===== src/rtl/mul_issue_pipe.sv =====
// mul_issue_pipe
//   Consumer side of the multiplier reservation station. Each cycle a
//   round-robin picker selects one ready RS entry. On a fire it asserts
//   clearbusy/issueaddr and captures the operands that the RS returns
//   combinationally. The op then runs through a fixed-latency pipelined
//   multiply. The result is broadcast on a single exrslt/exdst/kill_spec
//   forwarding port. Both the picker and the pipeline honour branch-miss
//   kill (prmiss/specfixtag) and branch-success spec clearing
//   (prsuccess/prtag).
//
// Ports
//   clk, reset                  clock (rising edge), async active-low reset
//   prmiss, specfixtag          mispredict and the mask of squashed tags
//   prsuccess, prtag            confirmed branch and its tag
//   ready                       per-entry ready vector from the RS
//   issueaddr, clearbusy        selected entry / issue fire back to the RS
//   ex_src1, ex_src2, rrftag,   payload of entry issueaddr, same cycle
//   dstval, spectag, specbit,
//   src1_signed, src2_signed,
//   sel_lohi
//   exrslt, exdst, kill_spec    forwarding broadcast (kill_spec=1 means invalid)
//   rob_we, rrf_we              completion strobes
module mul_issue_pipe #(
    parameter int DATA_LEN    = 32,
    parameter int RRF_SEL     = 6,
    parameter int SPECTAG_LEN = 5,
    parameter int ENT_NUM     = 2,
    parameter int ENT_SEL     = 1,
    parameter int LAT         = 3
) (
    input  logic                   clk,
    input  logic                   reset,
    input  logic                   prmiss,
    input  logic                   prsuccess,
    input  logic [SPECTAG_LEN-1:0] prtag,
    input  logic [SPECTAG_LEN-1:0] specfixtag,
    input  logic [ENT_NUM-1:0]     ready,
    output logic [ENT_SEL-1:0]     issueaddr,
    output logic                   clearbusy,
    input  logic [DATA_LEN-1:0]    ex_src1,
    input  logic [DATA_LEN-1:0]    ex_src2,
    input  logic [RRF_SEL-1:0]     rrftag,
    input  logic                   dstval,
    input  logic [SPECTAG_LEN-1:0] spectag,
    input  logic                   specbit,
    input  logic                   src1_signed,
    input  logic                   src2_signed,
    input  logic                   sel_lohi,
    output logic [DATA_LEN-1:0]    exrslt,
    output logic [RRF_SEL-1:0]     exdst,
    output logic                   kill_spec,
    output logic                   rob_we,
    output logic                   rrf_we
);

    // Stages 1..LAT-1 live at indices 0..NST-1; the output register is stage LAT.
    localparam int NST = LAT - 1;

    // ---------------- round-robin picker ----------------
    logic [ENT_SEL-1:0] rrptr_reg;
    logic [ENT_SEL-1:0] pick;
    logic [ENT_SEL-1:0] cand;

    // Walk the candidates from farthest to nearest so that the nearest ready
    // entry after rrptr is the last assignment and therefore wins.
    always_comb begin
        pick = rrptr_reg;
        cand = '0;
        for (int i = ENT_NUM; i >= 1; i--) begin
            cand = ENT_SEL'((int'(rrptr_reg) + i) % ENT_NUM);
            if (ready[cand]) begin
                pick = cand;
            end
        end
    end

    assign issueaddr = pick;
    assign clearbusy = (|ready) & ~prmiss;

    always_ff @(posedge clk or negedge reset) begin
        if (!reset) begin
            rrptr_reg <= '0;
        end else if (clearbusy) begin
            rrptr_reg <= pick;
        end
    end

    // ---------------- pipeline control ----------------
    logic [NST-1:0]         v_reg;
    logic [NST-1:0]         sb_reg;
    logic [NST-1:0]         dv_reg;
    logic [SPECTAG_LEN-1:0] st_reg  [NST];
    logic [RRF_SEL-1:0]     tag_reg [NST];
    logic [DATA_LEN:0]      a_reg;
    logic [DATA_LEN:0]      b_reg;
    logic                   lohi_reg;
    logic [NST-1:0]         kill;

    // An op is squashed as it leaves its stage, so the kill decision is made
    // on the stage feeding each register (including the output register).
    genvar gi;
    generate
        for (gi = 0; gi < NST; gi++) begin : g_kill
            assign kill[gi] = prmiss & sb_reg[gi] & (|(st_reg[gi] & specfixtag));
        end
    endgenerate

    always_ff @(posedge clk or negedge reset) begin
        if (!reset) begin
            v_reg    <= '0;
            sb_reg   <= '0;
            dv_reg   <= '0;
            a_reg    <= '0;
            b_reg    <= '0;
            lohi_reg <= 1'b0;
            for (int k = 0; k < NST; k++) begin
                st_reg[k]  <= '0;
                tag_reg[k] <= '0;
            end
        end else begin
            // Stage 1: the RS has already applied any same-cycle prsuccess
            // to specbit, so it is taken as-is.
            v_reg[0] <= clearbusy;
            if (clearbusy) begin
                a_reg      <= {src1_signed & ex_src1[DATA_LEN-1], ex_src1};
                b_reg      <= {src2_signed & ex_src2[DATA_LEN-1], ex_src2};
                lohi_reg   <= sel_lohi;
                sb_reg[0]  <= specbit;
                st_reg[0]  <= spectag;
                tag_reg[0] <= rrftag;
                dv_reg[0]  <= dstval;
            end
            for (int k = 1; k < NST; k++) begin
                v_reg[k]   <= v_reg[k-1] & ~kill[k-1];
                // prmiss has priority: spec clearing only applies without it.
                sb_reg[k]  <= sb_reg[k-1] &
                              ~(~prmiss & prsuccess & (st_reg[k-1] == prtag));
                st_reg[k]  <= st_reg[k-1];
                tag_reg[k] <= tag_reg[k-1];
                dv_reg[k]  <= dv_reg[k-1];
            end
        end
    end

    // ---------------- multiply datapath ----------------
    // The top two bits of the (2N+2)-bit product are never selected, so a
    // 2N-bit product of the sign-extended (N+1)-bit operands gives the same
    // low and high words.
    logic [2*DATA_LEN-1:0] prod;
    logic [DATA_LEN-1:0]   mul_sel;
    logic [DATA_LEN-1:0]   stage_res [NST];

    assign prod    = {{(DATA_LEN-1){a_reg[DATA_LEN]}}, a_reg} *
                     {{(DATA_LEN-1){b_reg[DATA_LEN]}}, b_reg};
    assign mul_sel = lohi_reg ? prod[2*DATA_LEN-1:DATA_LEN] : prod[DATA_LEN-1:0];

    // Stage 1 holds operands; its result is the combinational multiply.
    // Later stages simply carry the selected word.
    generate
        for (gi = 0; gi < NST; gi++) begin : g_res
            if (gi == 0) begin : g_first
                assign stage_res[gi] = mul_sel;
            end else begin : g_pipe
                logic [DATA_LEN-1:0] res_reg;
                always_ff @(posedge clk or negedge reset) begin
                    if (!reset) begin
                        res_reg <= '0;
                    end else begin
                        res_reg <= stage_res[gi-1];
                    end
                end
                assign stage_res[gi] = res_reg;
            end
        end
    endgenerate

    // ---------------- output register ----------------
    logic out_v_reg;
    logic out_dv_reg;

    always_ff @(posedge clk or negedge reset) begin
        if (!reset) begin
            out_v_reg  <= 1'b0;
            out_dv_reg <= 1'b0;
            exrslt     <= '0;
            exdst      <= '0;
        end else begin
            out_v_reg  <= v_reg[NST-1] & ~kill[NST-1];
            out_dv_reg <= dv_reg[NST-1];
            if (v_reg[NST-1] & ~kill[NST-1]) begin
                exrslt <= stage_res[NST-1];
                exdst  <= tag_reg[NST-1];
            end else begin
                exrslt <= '0;
                exdst  <= '0;
            end
        end
    end

    assign kill_spec = ~out_v_reg;
    assign rob_we    = out_v_reg;
    assign rrf_we    = out_v_reg & out_dv_reg;

endmodule


===== config.mk =====
export PLATFORM = sky130hd
export DESIGN_NAME = mul_issue_pipe
export DESIGN_NICKNAME = d
export VERILOG_FILES = /design/src/rtl/mul_issue_pipe.sv
export SDC_FILE = /design/constraint.sdc
export NUM_CORES = 2
export LEC_CHECK = 0
export CAP_MARGIN = 25
export CORE_AREA = 8 8 394 396
export DETAILED_ROUTE_END_ITERATION = 10
export DIE_AREA = 0 0 402 404
export GPL_TIMING_DRIVEN = 1
export SLEW_MARGIN = 30
export SYNTH_ARGS = -nofsm -noshare
export SYNTH_HDL_FRONTEND = slang
export SYNTH_SLANG_ARGS = --single-unit

===== constraint.sdc =====
create_clock -name clk -period 15.2 [get_ports clk]
set_input_delay 1.52 -clock clk [delete_from_list [all_inputs] [get_ports clk]]
set_output_delay 1.52 -clock clk [all_outputs]
set_load 0.005 [all_outputs]

### Word-level counts from Yosys, hierarchy flattened

Index checks and enable logic that the tools add are counted.
W data, S select, Z words.

* flip-flop bits (word level): 168
* input bits: 96
* output and inout bits: 43
* logic and storage cells: 56

* add/subtract/negate cells: 2
* $mul: 1
* $lt $le $gt $ge: 2
* equality and inequality tests: 1
* mux-type cells: 9
* bitwise operators: 20
* reductions and logical operators: 3

Operators by type and width (number)
* $mul A33 B33 Y64: 1
* $mux W32: 2
* $and A1 B1 Y1: 13
* $and A5 B5 Y5: 2
* $reduce_or A5 Y1: 2
* $mux W1: 6
* $mux W6: 1
* $eq A5 B5 Y1: 1
* $not A1 Y1: 5
* $lt A1 B2 Y1 const B: 2
* $add A1 B1 Y1 const B: 2
* $reduce_or A2 Y1: 1

### Logic depth before layout (Yosys ltp)

* depth after elaboration: 6
* mapped depth: 29
* mapped depth without buffers: 27

### Worst setup path before layout

Ideal clock, no wire load.

* kind: register -> register
* start: register a_reg[32]
* end: register g_res[1].g_pipe.res_reg[27]
* library setup time: 118 ps
* arrival: 7658 ps
* data required time: 15082 ps
* slack: 7424 ps
* stages on the path, launching flop included: 29
* path buffers: 2
* clock period less this slack: 7776 ps
* cells stage by stage: dfrtp_1 clkbuf_1 nand2_1 inv_1 fa_1 inv_1 fa_1 inv_1 fa_1 fa_1 inv_1 fa_1 inv_1 fa_1 fa_1 inv_1 fa_1 inv_1 ha_1 clkbuf_1 nand4_1 nor2_1 and3_1 nand2_1 or3_1 o2111ai_1 a31oi_1 xnor2_1 a21o_1

* word-level cells in the longest chain between the ends: 2

RTL lines
* start: declaration: line 94 `logic [DATA_LEN:0] a_reg;`
* start signal: assignment: line 125 `a_reg <= {src1_signed & ex_src1[DATA_LEN-1], ex_src1};`
* $mul A33 B33 Y64: line 153 `assign prod = {{(DATA_LEN-1){a_reg[DATA_LEN]}}, a_reg} *`
* $mux W32: line 155 `assign mul_sel = lohi_reg ? prod[2*DATA_LEN-1:DATA_LEN] : prod[DATA_LEN-1:0];`
* net mul_sel[27]: line 150 `logic [DATA_LEN-1:0] mul_sel;`
* end signal: assignment: line 169 `res_reg <= stage_res[gi-1];`
* end: declaration: line 164 `logic [DATA_LEN-1:0] res_reg;`

The timed path passes the listed nets, and every way through them passes these cells.
A chain may end at the register's enable or synchronous reset.

### Worst setup path in the final report

* start: register b_reg[7]
* end: register g_res[1].g_pipe.res_reg[27]

* word-level cells in the longest chain between the ends: 2

RTL lines
* start: declaration: line 95 `logic [DATA_LEN:0] b_reg;`
* start signal: assignment: line 126 `b_reg <= {src2_signed & ex_src2[DATA_LEN-1], ex_src2};`
* $mul A33 B33 Y64: line 153
* $mux W32: line 155
* net mul_sel[27]: line 150

The timed path passes the listed nets, and every way through them passes these cells.

==> metrics <==
number of gates resized after CTS=0; Hold-fix buffers, CTS=0; Hold Path Depth=0; clk_skew=0.0404 ns; Post-synth EDFFs=0; synthesized instance count=4725; fill count=approximately 15k; H-tree depth=4; Post-CTS Repair Setup Buffers=0; Reg clk slew, reported paths=0.11 ns; RePlAce Congestion=0.872; design area=48400 µm²; Multi-input gate area=35100 µm²; sequential element share of the synthesized area=a little under a tenth; CTS buffer count=17; critical path's top delay family=adder cells; FF-to-FF Start=b_reg[7]; initial antenna violation count=2; Die W=402 µm; worst skew pair latency=roughly 0.52 ns; Worst Hold Class=reg -> reg; vias per inst=4.60; reg-to-reg endpoint=g_res[1].g_pipe.res_reg[27]; Worst-Margin Slew=0.927 ns; Tmin final=8.63 ns; Post-Syn Area=44400 µm²; initial core utilization=between 20% and 30%; Hold Path Origin=dv_reg[1]; final hold vios=0; crit start category=register; Worst EP required=15.60 ns; die height=404 µm; Die Area=162000 µm²; unrepaired setup endpoints after global routing=false; final WL=119 mm; final period utilization=56.8%; Layout area overhead=8.99%; DR iter-0 viols=1658; I/O pin count=139; Max Cap Violations=0; Final HPWL DP=between 90 and 100 mm; Setup CP Type=reg -> reg; Synth cell types=66; Slew headroom=38.2%; Synth Register Bits=168; area post-placement=47800 µm²; Max Fanout on Critical Path=25; setup violators final=0; Worst EP arrival=9.03 ns; Final #Nets=6124; Pre-antenna DRT Iters=6; syn_area_per_cell=roughly 9.4 µm²; first-pass GRT wire length=194 mm; routed via count=30.6k; layout cells sized above 1=2.98%; Final Max Tran Viols=0; Sink Count=168; Hold WS=0.351 ns; WL per Instance=17.9 µm; cells on worst reg2reg path=26; port bufs=approximately 140; Min-Delay Endpoint=out_dv_reg; grt ovf=0; crit-path most repeated cell=fa_1; slowest CP cell=fa_1; setup TNS=0 ns; root buffer cell=clkbuf_16; CP Depth=26; Routed Antenna Nets=0; Buf/Inv on CP=8; Synth warnings=0; post-synth net total=6158; vias in the first global route=34.1k; worst reg2reg setup slack=6.57 ns; largest net degree at the start of global routing=112; All-Layer GR Usage=15.0%; outcome=finished, final reports clean; Synth Flop Type=dfrtp_1; slowest stage delay, CP=0.70 ns; FP Rows=142; crit end category=register; number of inserted diodes=0; clk buf depth=2; fmax=116 MHz; core area=149000 µm²; Async SR Flop Fraction=100%; register area=between 4000 and 5000 µm²; CTS tree=done; DRC=0
-- Yosys cell counts (all sizes together), types with 3 or more instances --
library cell,instances,area share [%]
nand4,15,0.21
o21ai,47,0.54
o211ai,4,0.068
a211oi,8,0.14
buf,8,0.12
xor2,29,0.57
o21bai,12,0.20
clkbuf,248,2.1
a221o,3,0.068
fa,1125,51
o221ai,5,0.099
a31o,5,0.099
xnor2,52,1.0
o21a,8,0.14
a21boi,3,0.051
o31ai,5,0.18
a21o,30,0.51
nor2b,28,0.39
nand2b,15,0.21
and3,11,0.15
mux2,7,0.18
and2,573,8.1
a21oi,71,0.83
nand2,810,6.8
or3,3,0.042
dfrtp,168,9.5
nor3,11,0.12
a31oi,17,0.30
ha,212,6.0
a211o,3,0.059
nor2,38,0.32
nand3,9,0.10
mux2i,7,0.16
inv,1105,9.3
-- stage by stage --
step | util, % | std cells | setup slack, ns
after floorplan | - | 4725 | 7.42
after global placement | 32.1 | 6615 | 6.45
after detailed placement | 32.1 | 6616 | 6.43
after CTS | 32.5 | 6648 | 6.36
after global routing | 32.5 | 6648 | 6.07
final | 32.5 | 6648 | 6.57
-- how the worst max path moves through the flow --
stage	start	to	slack, ns
6_report	b_reg[7]	g_res[1].g_pipe.res_reg[27]	6.57
5_1_grt	b_reg[7]	g_res[1].g_pipe.res_reg[27]	6.07
4_1_cts	b_reg[1]	g_res[1].g_pipe.res_reg[27]	6.36
3_5_place_dp	b_reg[1]	g_res[1].g_pipe.res_reg[27]	6.43
3_3_place_gp	b_reg[1]	g_res[1].g_pipe.res_reg[27]	6.45
2_1_floorplan	a_reg[32]	g_res[1].g_pipe.res_reg[27]	7.42
-- kinds of logic (layout without fill, tap and decap cells) --
group,count (synthesis),count (layout),share of synthesized area (%)
AND/OR/NAND/NOR,1522,1522,16.6
buffers and inverters,1362,1341,11.6
adder cells (fa/ha/maj),1337,1337,56.7
AO/OA/AOI/OAI,241,241,3.75
flip-flops,168,168,9.46
XOR/XNOR,81,81,1.60
multiplexers,14,14,0.335
-- per-layer routing --
| layer | up-vias | track usage (%) | wire (µm) |
|---|---|---|---|
| li1 | 13460 | - | - |
| met1 | 16233 | 19.3 | 50100 |
| met2 | 724 | 27.0 | 61400 |
| met3 | 161 | 1.70 | 4810 |
| met4 | 2 | 3.88 | 2910 |
| met5 | - | 0 | 14 |
-- cell type report --
class                   count  area share [%]
repair buffers            203            3.92
clock inverters            14           0.369
well taps                1944            5.02
flip-flops and latches    168            8.70
clock buffers              18           0.907
multi-input cells        3195            72.5
inverters                1106            8.57
-- layout by cell type (no fill, tap or decap), drive strengths merged, types with 28 or more instances in the layout --
master	n
xnor2	52
nor2	38
a21o	30
inv	1111
fa	1125
dfrtp	168
clkdlybuf4s50	137
ha	212
xor2	29
buf	65
o21ai	47
and2	573
a21oi	71
nand2	810
nor2b	28
Power is not shown: default switching activity piles up to over one toggle a cycle in this logic, so the estimate is an artifact.
